<file path="config.mk">
export PLATFORM = sky130hd
export DESIGN_NAME = ccff_chain_loader_flat
export DESIGN_NICKNAME = d
export VERILOG_FILES = /design/src/rtl/ccff_chain_loader_if.sv /design/src/rtl/ccff_chain_loader.sv /design/src/flat_wrapper.sv
export SDC_FILE = /design/constraint.sdc
export NUM_CORES = 1
export LEC_CHECK = 0
export ABC_AREA = 1
export BUFFER_PORTS_ARGS = -buffer_cell sky130_fd_sc_hd__buf_4
export CAP_MARGIN = 0
export CORE_MARGIN = 4
export CORE_UTILIZATION = 55
export CTS_CLUSTER_DIAMETER = 80
export DETAILED_ROUTE_END_ITERATION = 16
export HOLD_SLACK_MARGIN = 0.06
export MAX_ROUTING_LAYER = met4
export PLACE_DENSITY = 0.76
export SETUP_SLACK_MARGIN = 0.1
export SKIP_CTS_REPAIR_TIMING = 1
export SYNTH_ARGS = -nofsm -noshare
export SYNTH_HDL_FRONTEND = slang
export SYNTH_SLANG_ARGS = --single-unit
</file>
<file path="constraint.sdc">
create_clock -name prog_clk -period 1.9 [get_ports prog_clk]
set_clock_uncertainty 0.05 [all_clocks]
set_input_delay 0 -clock prog_clk [delete_from_list [all_inputs] [get_ports prog_clk]]
set_output_delay 0 -clock prog_clk [all_outputs]
set_load 0.01 [all_outputs]
</file>
<file path="src/rtl/ccff_chain_loader_if.sv">
// Host configuration handshake and serial chain signals for ccff_chain_loader.
// slave is the loader's view; master is the host / chain side.
interface ccff_chain_loader_if #(
  parameter int WORD_W = 8
);
  logic              start;
  logic [WORD_W-1:0] cfg_data;
  logic              cfg_valid;
  logic              cfg_ready;
  logic              ccff_head;
  logic              shift_en;
  logic              ccff_tail;
  logic              busy;
  logic              done;
  logic              error;

  modport slave (
    input  start, cfg_data, cfg_valid, ccff_tail,
    output cfg_ready, ccff_head, shift_en, busy, done, error
  );

  modport master (
    output start, cfg_data, cfg_valid, ccff_tail,
    input  cfg_ready, ccff_head, shift_en, busy, done, error
  );
endinterface

</file>
<file path="src/rtl/ccff_chain_loader.sv">
// Serialises host configuration words LSB-first into a CHAIN_LEN-bit flip-flop chain.
// Define CCFF_READBACK_EN to add a recirculating CRC-8 readback check (VERIFY/ERROR).
module ccff_chain_loader #(
  parameter int CHAIN_LEN = 67,
  parameter int WORD_W    = 8
) (
  input logic               prog_clk,
  input logic               pReset,
  ccff_chain_loader_if.slave bus
);

  localparam int CNT_W = $clog2(CHAIN_LEN + 1);
  localparam int SB_W  = $clog2(WORD_W + 1);
  localparam logic [CNT_W-1:0] LAST_BIT = CNT_W'(CHAIN_LEN - 1);
  localparam logic [SB_W-1:0]  FULL_WORD = SB_W'(WORD_W);

  typedef enum logic [2:0] {
    S_IDLE   = 3'd0,
    S_LOAD   = 3'd1,
`ifdef CCFF_READBACK_EN
    S_VERIFY = 3'd2,
    S_ERROR  = 3'd4,
`endif
    S_DONE   = 3'd3
  } state_t;

  state_t            state_q, state_d;
  logic [CNT_W-1:0]  cnt_q, cnt_d;
  logic [WORD_W-1:0] sreg_q, sreg_d;
  logic [SB_W-1:0]   sbits_q, sbits_d;
  logic              done_q, done_d;
  logic              ready_c, shift_c, head_c;

`ifdef CCFF_READBACK_EN
  logic              error_q, error_d;
  logic [7:0]        crc_load_q, crc_load_d;
  logic [7:0]        crc_ver_q, crc_ver_d;

  // Bit-serial CRC-8, polynomial x^8 + x^2 + x + 1, MSB-first register.
  function automatic logic [7:0] crc8_step(input logic [7:0] crc, input logic b);
    logic fb;
    fb = crc[7] ^ b;
    return {crc[6:0], 1'b0} ^ (fb ? 8'h07 : 8'h00);
  endfunction
`else
  logic unused_tail;
  assign unused_tail = bus.ccff_tail;
`endif

  always_comb begin
    state_d = state_q;
    cnt_d   = cnt_q;
    sreg_d  = sreg_q;
    sbits_d = sbits_q;
    done_d  = done_q;
    ready_c = 1'b0;
    shift_c = 1'b0;
    head_c  = 1'b0;
`ifdef CCFF_READBACK_EN
    error_d    = error_q;
    crc_load_d = crc_load_q;
    crc_ver_d  = crc_ver_q;
`endif
    case (state_q)
      S_LOAD: begin
        // Taking a new word while the last bit leaves keeps the stream bubble-free.
        ready_c = (sbits_q == '0) || ((sbits_q == SB_W'(1)) && (cnt_q < LAST_BIT));
        shift_c = (sbits_q != '0);
        head_c  = shift_c & sreg_q[0];
        if (shift_c) begin
          cnt_d   = cnt_q + CNT_W'(1);
          sreg_d  = sreg_q >> 1;
          sbits_d = sbits_q - SB_W'(1);
`ifdef CCFF_READBACK_EN
          crc_load_d = crc8_step(crc_load_q, sreg_q[0]);
`endif
        end
        if (ready_c && bus.cfg_valid) begin
          sreg_d  = bus.cfg_data;
          sbits_d = FULL_WORD;
        end
        if (shift_c && (cnt_q == LAST_BIT)) begin
          sbits_d = '0;
`ifdef CCFF_READBACK_EN
          cnt_d   = '0;
          state_d = S_VERIFY;
`else
          done_d  = 1'b1;
          state_d = S_DONE;
`endif
        end
      end
`ifdef CCFF_READBACK_EN
      S_VERIFY: begin
        // Recirculate tail into head so the chain image survives the readback.
        shift_c   = 1'b1;
        head_c    = bus.ccff_tail;
        cnt_d     = cnt_q + CNT_W'(1);
        crc_ver_d = crc8_step(crc_ver_q, bus.ccff_tail);
        if (cnt_q == LAST_BIT) begin
          if (crc_ver_d == crc_load_q) begin
            done_d  = 1'b1;
            state_d = S_DONE;
          end else begin
            error_d = 1'b1;
            state_d = S_ERROR;
          end
        end
      end
`endif
      default: begin
        if (bus.start) begin
          cnt_d   = '0;
          sbits_d = '0;
          done_d  = 1'b0;
          state_d = S_LOAD;
`ifdef CCFF_READBACK_EN
          error_d    = 1'b0;
          crc_load_d = 8'h00;
          crc_ver_d  = 8'h00;
`endif
        end
      end
    endcase
  end

  always_ff @(posedge prog_clk) begin
    if (!pReset) begin
      state_q <= S_IDLE;
      cnt_q   <= '0;
      sreg_q  <= '0;
      sbits_q <= '0;
      done_q  <= 1'b0;
`ifdef CCFF_READBACK_EN
      error_q    <= 1'b0;
      crc_load_q <= 8'h00;
      crc_ver_q  <= 8'h00;
`endif
    end else begin
      state_q <= state_d;
      cnt_q   <= cnt_d;
      sreg_q  <= sreg_d;
      sbits_q <= sbits_d;
      done_q  <= done_d;
`ifdef CCFF_READBACK_EN
      error_q    <= error_d;
      crc_load_q <= crc_load_d;
      crc_ver_q  <= crc_ver_d;
`endif
    end
  end

  // Gating with pReset stops a shift or handshake from landing on the reset edge.
  assign bus.cfg_ready = ready_c & pReset;
  assign bus.shift_en  = shift_c & pReset;
  assign bus.ccff_head = head_c & pReset;
  assign bus.done      = done_q;
`ifdef CCFF_READBACK_EN
  assign bus.busy  = (state_q == S_LOAD) || (state_q == S_VERIFY);
  assign bus.error = error_q;
`else
  assign bus.busy  = (state_q == S_LOAD);
  assign bus.error = 1'b0;
`endif

endmodule
</file>
<file path="src/flat_wrapper.sv">
// flat-port wrapper written by rule: the top's interface ports become plain ports
module ccff_chain_loader_flat 
#(
  parameter int CHAIN_LEN = 67,
  parameter int WORD_W    = 8
)
  (prog_clk, pReset, bus_start, bus_cfg_data, bus_cfg_valid, bus_ccff_tail, bus_cfg_ready, bus_ccff_head, bus_shift_en, bus_busy, bus_done, bus_error);
  ccff_chain_loader_if #(.WORD_W(WORD_W)) bus_i ();
  input logic prog_clk;
  input logic pReset;
  input wire logic [$bits(bus_i.start)-1:0] bus_start;
  input wire logic [$bits(bus_i.cfg_data)-1:0] bus_cfg_data;
  input wire logic [$bits(bus_i.cfg_valid)-1:0] bus_cfg_valid;
  input wire logic [$bits(bus_i.ccff_tail)-1:0] bus_ccff_tail;
  output wire logic [$bits(bus_i.cfg_ready)-1:0] bus_cfg_ready;
  output wire logic [$bits(bus_i.ccff_head)-1:0] bus_ccff_head;
  output wire logic [$bits(bus_i.shift_en)-1:0] bus_shift_en;
  output wire logic [$bits(bus_i.busy)-1:0] bus_busy;
  output wire logic [$bits(bus_i.done)-1:0] bus_done;
  output wire logic [$bits(bus_i.error)-1:0] bus_error;
  assign bus_i.start = bus_start;
  assign bus_i.cfg_data = bus_cfg_data;
  assign bus_i.cfg_valid = bus_cfg_valid;
  assign bus_i.ccff_tail = bus_ccff_tail;
  assign bus_cfg_ready = bus_i.cfg_ready;
  assign bus_ccff_head = bus_i.ccff_head;
  assign bus_shift_en = bus_i.shift_en;
  assign bus_busy = bus_i.busy;
  assign bus_done = bus_i.done;
  assign bus_error = bus_i.error;
  ccff_chain_loader #(.CHAIN_LEN(CHAIN_LEN), .WORD_W(WORD_W)) u_core (.prog_clk(prog_clk), .pReset(pReset), .bus(bus_i));
endmodule
</file>
==> summary.txt <==
Run status
  • Outcome: complete, but fails checks
  • Failing checks: hold timing

Floorplan
  • I/O Pins: 19
  • Starting Density: 0.594
  • Core area: about 2000 um2
  • Chip height: between 50 and 60 um
  • Die width: roughly 54 um
  • Area of the die: roughly 3000 um2
  • Row count: 16

Route
  • DRT iter0 DRCs: 47
  • Post-DRT Antenna Nets: 0
  • # DRC: 0
  • First-pass detailed-route iteration total: 4
  • Overall routed net length: 2.70 mm
  • Avg Vias per Cell: roughly 5.4
  • WL per Instance: 12.0 um
  • DR vias: approximately 1200

Critical path
  • Crit end category: output pin
  • CP required: ~1.9 ns
  • FF-to-FF setup slack: 0.30 ns
  • FF-to-FF path depth: 9
  • Worst Path Arrival: approximately 1.6 ns
  • Critical path class: flop to output pin
  • FF-to-FF End: u_core.sreg_q[1]$_SDFFE_PN0P_
  • CP max FO: 5
  • Startpoint Class: flop
  • Reg2reg start: u_core.sbits_q[1]$_SDFFE_PN0P_
  • Worst Setup SP: u_core.sbits_q[0]$_SDFFE_PN0P_

Logic synthesis
  • Post-Syn Area per Cell: roughly 7 um2
  • Area leader, netlist: dfxtp_1
  • Most common cell in the netlist: nand2_1
  • Post-Syn Area: 1190 um2
  • Dominant synthesized flop cell: dfxtp_1
  • Sequential fraction of the synthesis area: 0.354
  • Syn Nets: ~190
  • Top post-synthesis cells by count: 32 x nand2_1, 23 x nor2_1, 21 x dfxtp_1, 21 x inv_1, 13 x a21oi_1
  • Warnings from Yosys: 0
  • Syn Inst Count: 170
  • Yosys reg bits: 21
  • Asr flop ratio synth: 0
  • Number of flops mapped to enable cells by yosys: 0
  • Post-synthesis cell type count: 28
  • Post-synth top area share: 0.354
  • Ranking of synthesized cells by area: dfxtp_1 35%, nand2_1 10%, nor2_1 7.3%, inv_1 6.6%, a21oi_1 5.5%

Clock tree
  • CTS buffer count: 3
  • Clock latency on the worst-skew pair: around 0.31 ns
  • Clk buf depth: 2
  • CTS tree: done
  • H-tree Lvls: 1
  • Clock Pin Slew Worst Setup and Hold Paths: ~0.12 ns
  • Root Buffer: clkbuf_4
  • Clock sink count: 21

Timing
  • Slew Viols, Final: 0
  • RSZ-0062 raised after global routing: no
  • Tcrit/Tclk final: 0.881
  • # setup viols final: 0
  • Worst Tran Pin Value: approximately 0.52 ns
  • Final-report hold violation count: 1
  • Slew headroom: 0.654
  • FMAX: ~600 MHz
  • Hold Slack: -0.000505 ns
  • Final worst path period need: 1.67 ns
  • Final setup TNS: 0 ns

Min path
  • HP Class: input pin to flop
  • Hold_sp: bus_cfg_data[0]
  • Worst hold stages: 5
  • Hold EP: u_core.sreg_q[0]$_SDFFE_PN0P_

GRT
  • Vias in the first global route: ~1100
  • First-pass GRT wire length: approximately 4.3 mm
  • Initial antenna violation count: 0
  • Global route overflow: 0
  • Largest net degree at the start of global routing: 16
  • Gr usage total: 0.202

Power and ir drop
  • VDD IR-drop max: about 0.53 mV
  • Overall Power: roughly 0.0010 W
  • Leakage dissipation: approximately 0.65 nW
  • Pwr Density: roughly 690 nW/um2

Placement
  • IO buf count: 16
  • Cells after DPL: about 210
  • GPL Wtd Cong: ~0.80
  • Final HPWL DP: ~1.8 mm

Job
  • Max cap viols: 0

Layout
  • N_diodes: 0
  • Layout cells sized above 1: 0.191
  • NumNets Final: ~220
  • Finished Layout Cells: between 200 and 250
  • Syn-to-layout area delta: 22.9%
  • Final core occ: 0.730
==> per-layer routing <==
metal / share of wire / global-route usage
met1: 0.44 / 0.222
met5: 0 / -
met2: 0.51 / 0.359
met3: 0.037 / 0.0245
met4: 0.013 / 0.0996
==> power by group <==
group	total (W)	internal [W]	leakage, nW	switching (W)
combinational	0.000293	0.000118	0.465	0.000175
clock	0.000219	0.0000821	0.0150	0.000137
sequential	0.000498	0.000473	0.172	0.0000252
total	0.00101	0.000673	0.653	0.000338
==> cells by family after synthesis <==
logic type,after synthesis,synth area share
and+or+nand+nor,91,0.361
buffers and inverters,27,0.105
AOI/OAI and AO/OA,23,0.109
DFF,21,0.354
adders and majority gates,5,0.0526
xor gates and xnor gates,2,0.0147
other,1,0.00315
==> stage by stage <==
| step | hold slack (ns) | worst slack, ns | area (um2) |
|---|---|---|---|
| global route | 0.0603 | 0.114 | 1460 |
| finish | -0.000505 | 0.226 | 1460 |
| floorplan | 0.0658 | 0.456 | 1190 |
| detailed placement | 0.182 | 0.258 | 1300 |
| global placement | 0.160 | 0.298 | 1300 |
| CTS | -0.145 | 0.131 | 1330 |
==> placed cells by master (no fill, tap or decap), drive strengths merged <==
master / instances
conb: 1
nand2: 37
dfxtp: 21
nor3: 3
inv: 22
nand3: 13
a21oi: 15
ha: 5
nor2: 25
o21ai: 7
clkbuf: 4
and2: 1
dlygate4sd3: 10
xor2: 1
nand3b: 2
buf: 20
xnor2: 1
nand4: 10
a32oi: 1
==> registers in the layout, summed over array words and instances, names as in the netlist <==
register        flops
u_core.sbits_q      4
u_core.cnt_q        7
u_core.state_q      2
u_core.sreg_q       8
==> critical path, stage by stage (launching register included) <==
cell and delay (ns):
dfxtp_2 0.37, inv_1 0.07, ha_1 0.22, nand2_2 0.14, nand2_2 0.12, nor2_2 0.12
inv_1 0.06, nor2_1 0.08, buf_4 0.12
==> worst max-delay path by stage <==
stage / to / slack (ns) / cells after the start
after floorplan: u_core.sbits_q[3]$_SDFFE_PN0P_ / 0.46 / 9
after global placement: u_core.sbits_q[3]$_SDFFE_PN0P_ / 0.30 / 8
after detailed placement: u_core.sbits_q[3]$_SDFFE_PN0P_ / 0.26 / 8
after CTS: bus_ccff_head / 0.13 / 8
after global routing: bus_ccff_head / 0.11 / 8
final: bus_ccff_head / 0.23 / 8
==> layout make-up <==
class	instances	area, um2
multi-input cells	122	646
clock buffers	4	26.3
inverters	22	82.6
repair buffers	30	250
fillers	167	541
flip-flops and latches	21	423
well taps	27	33.8
(Power assumes the default switching activity.)
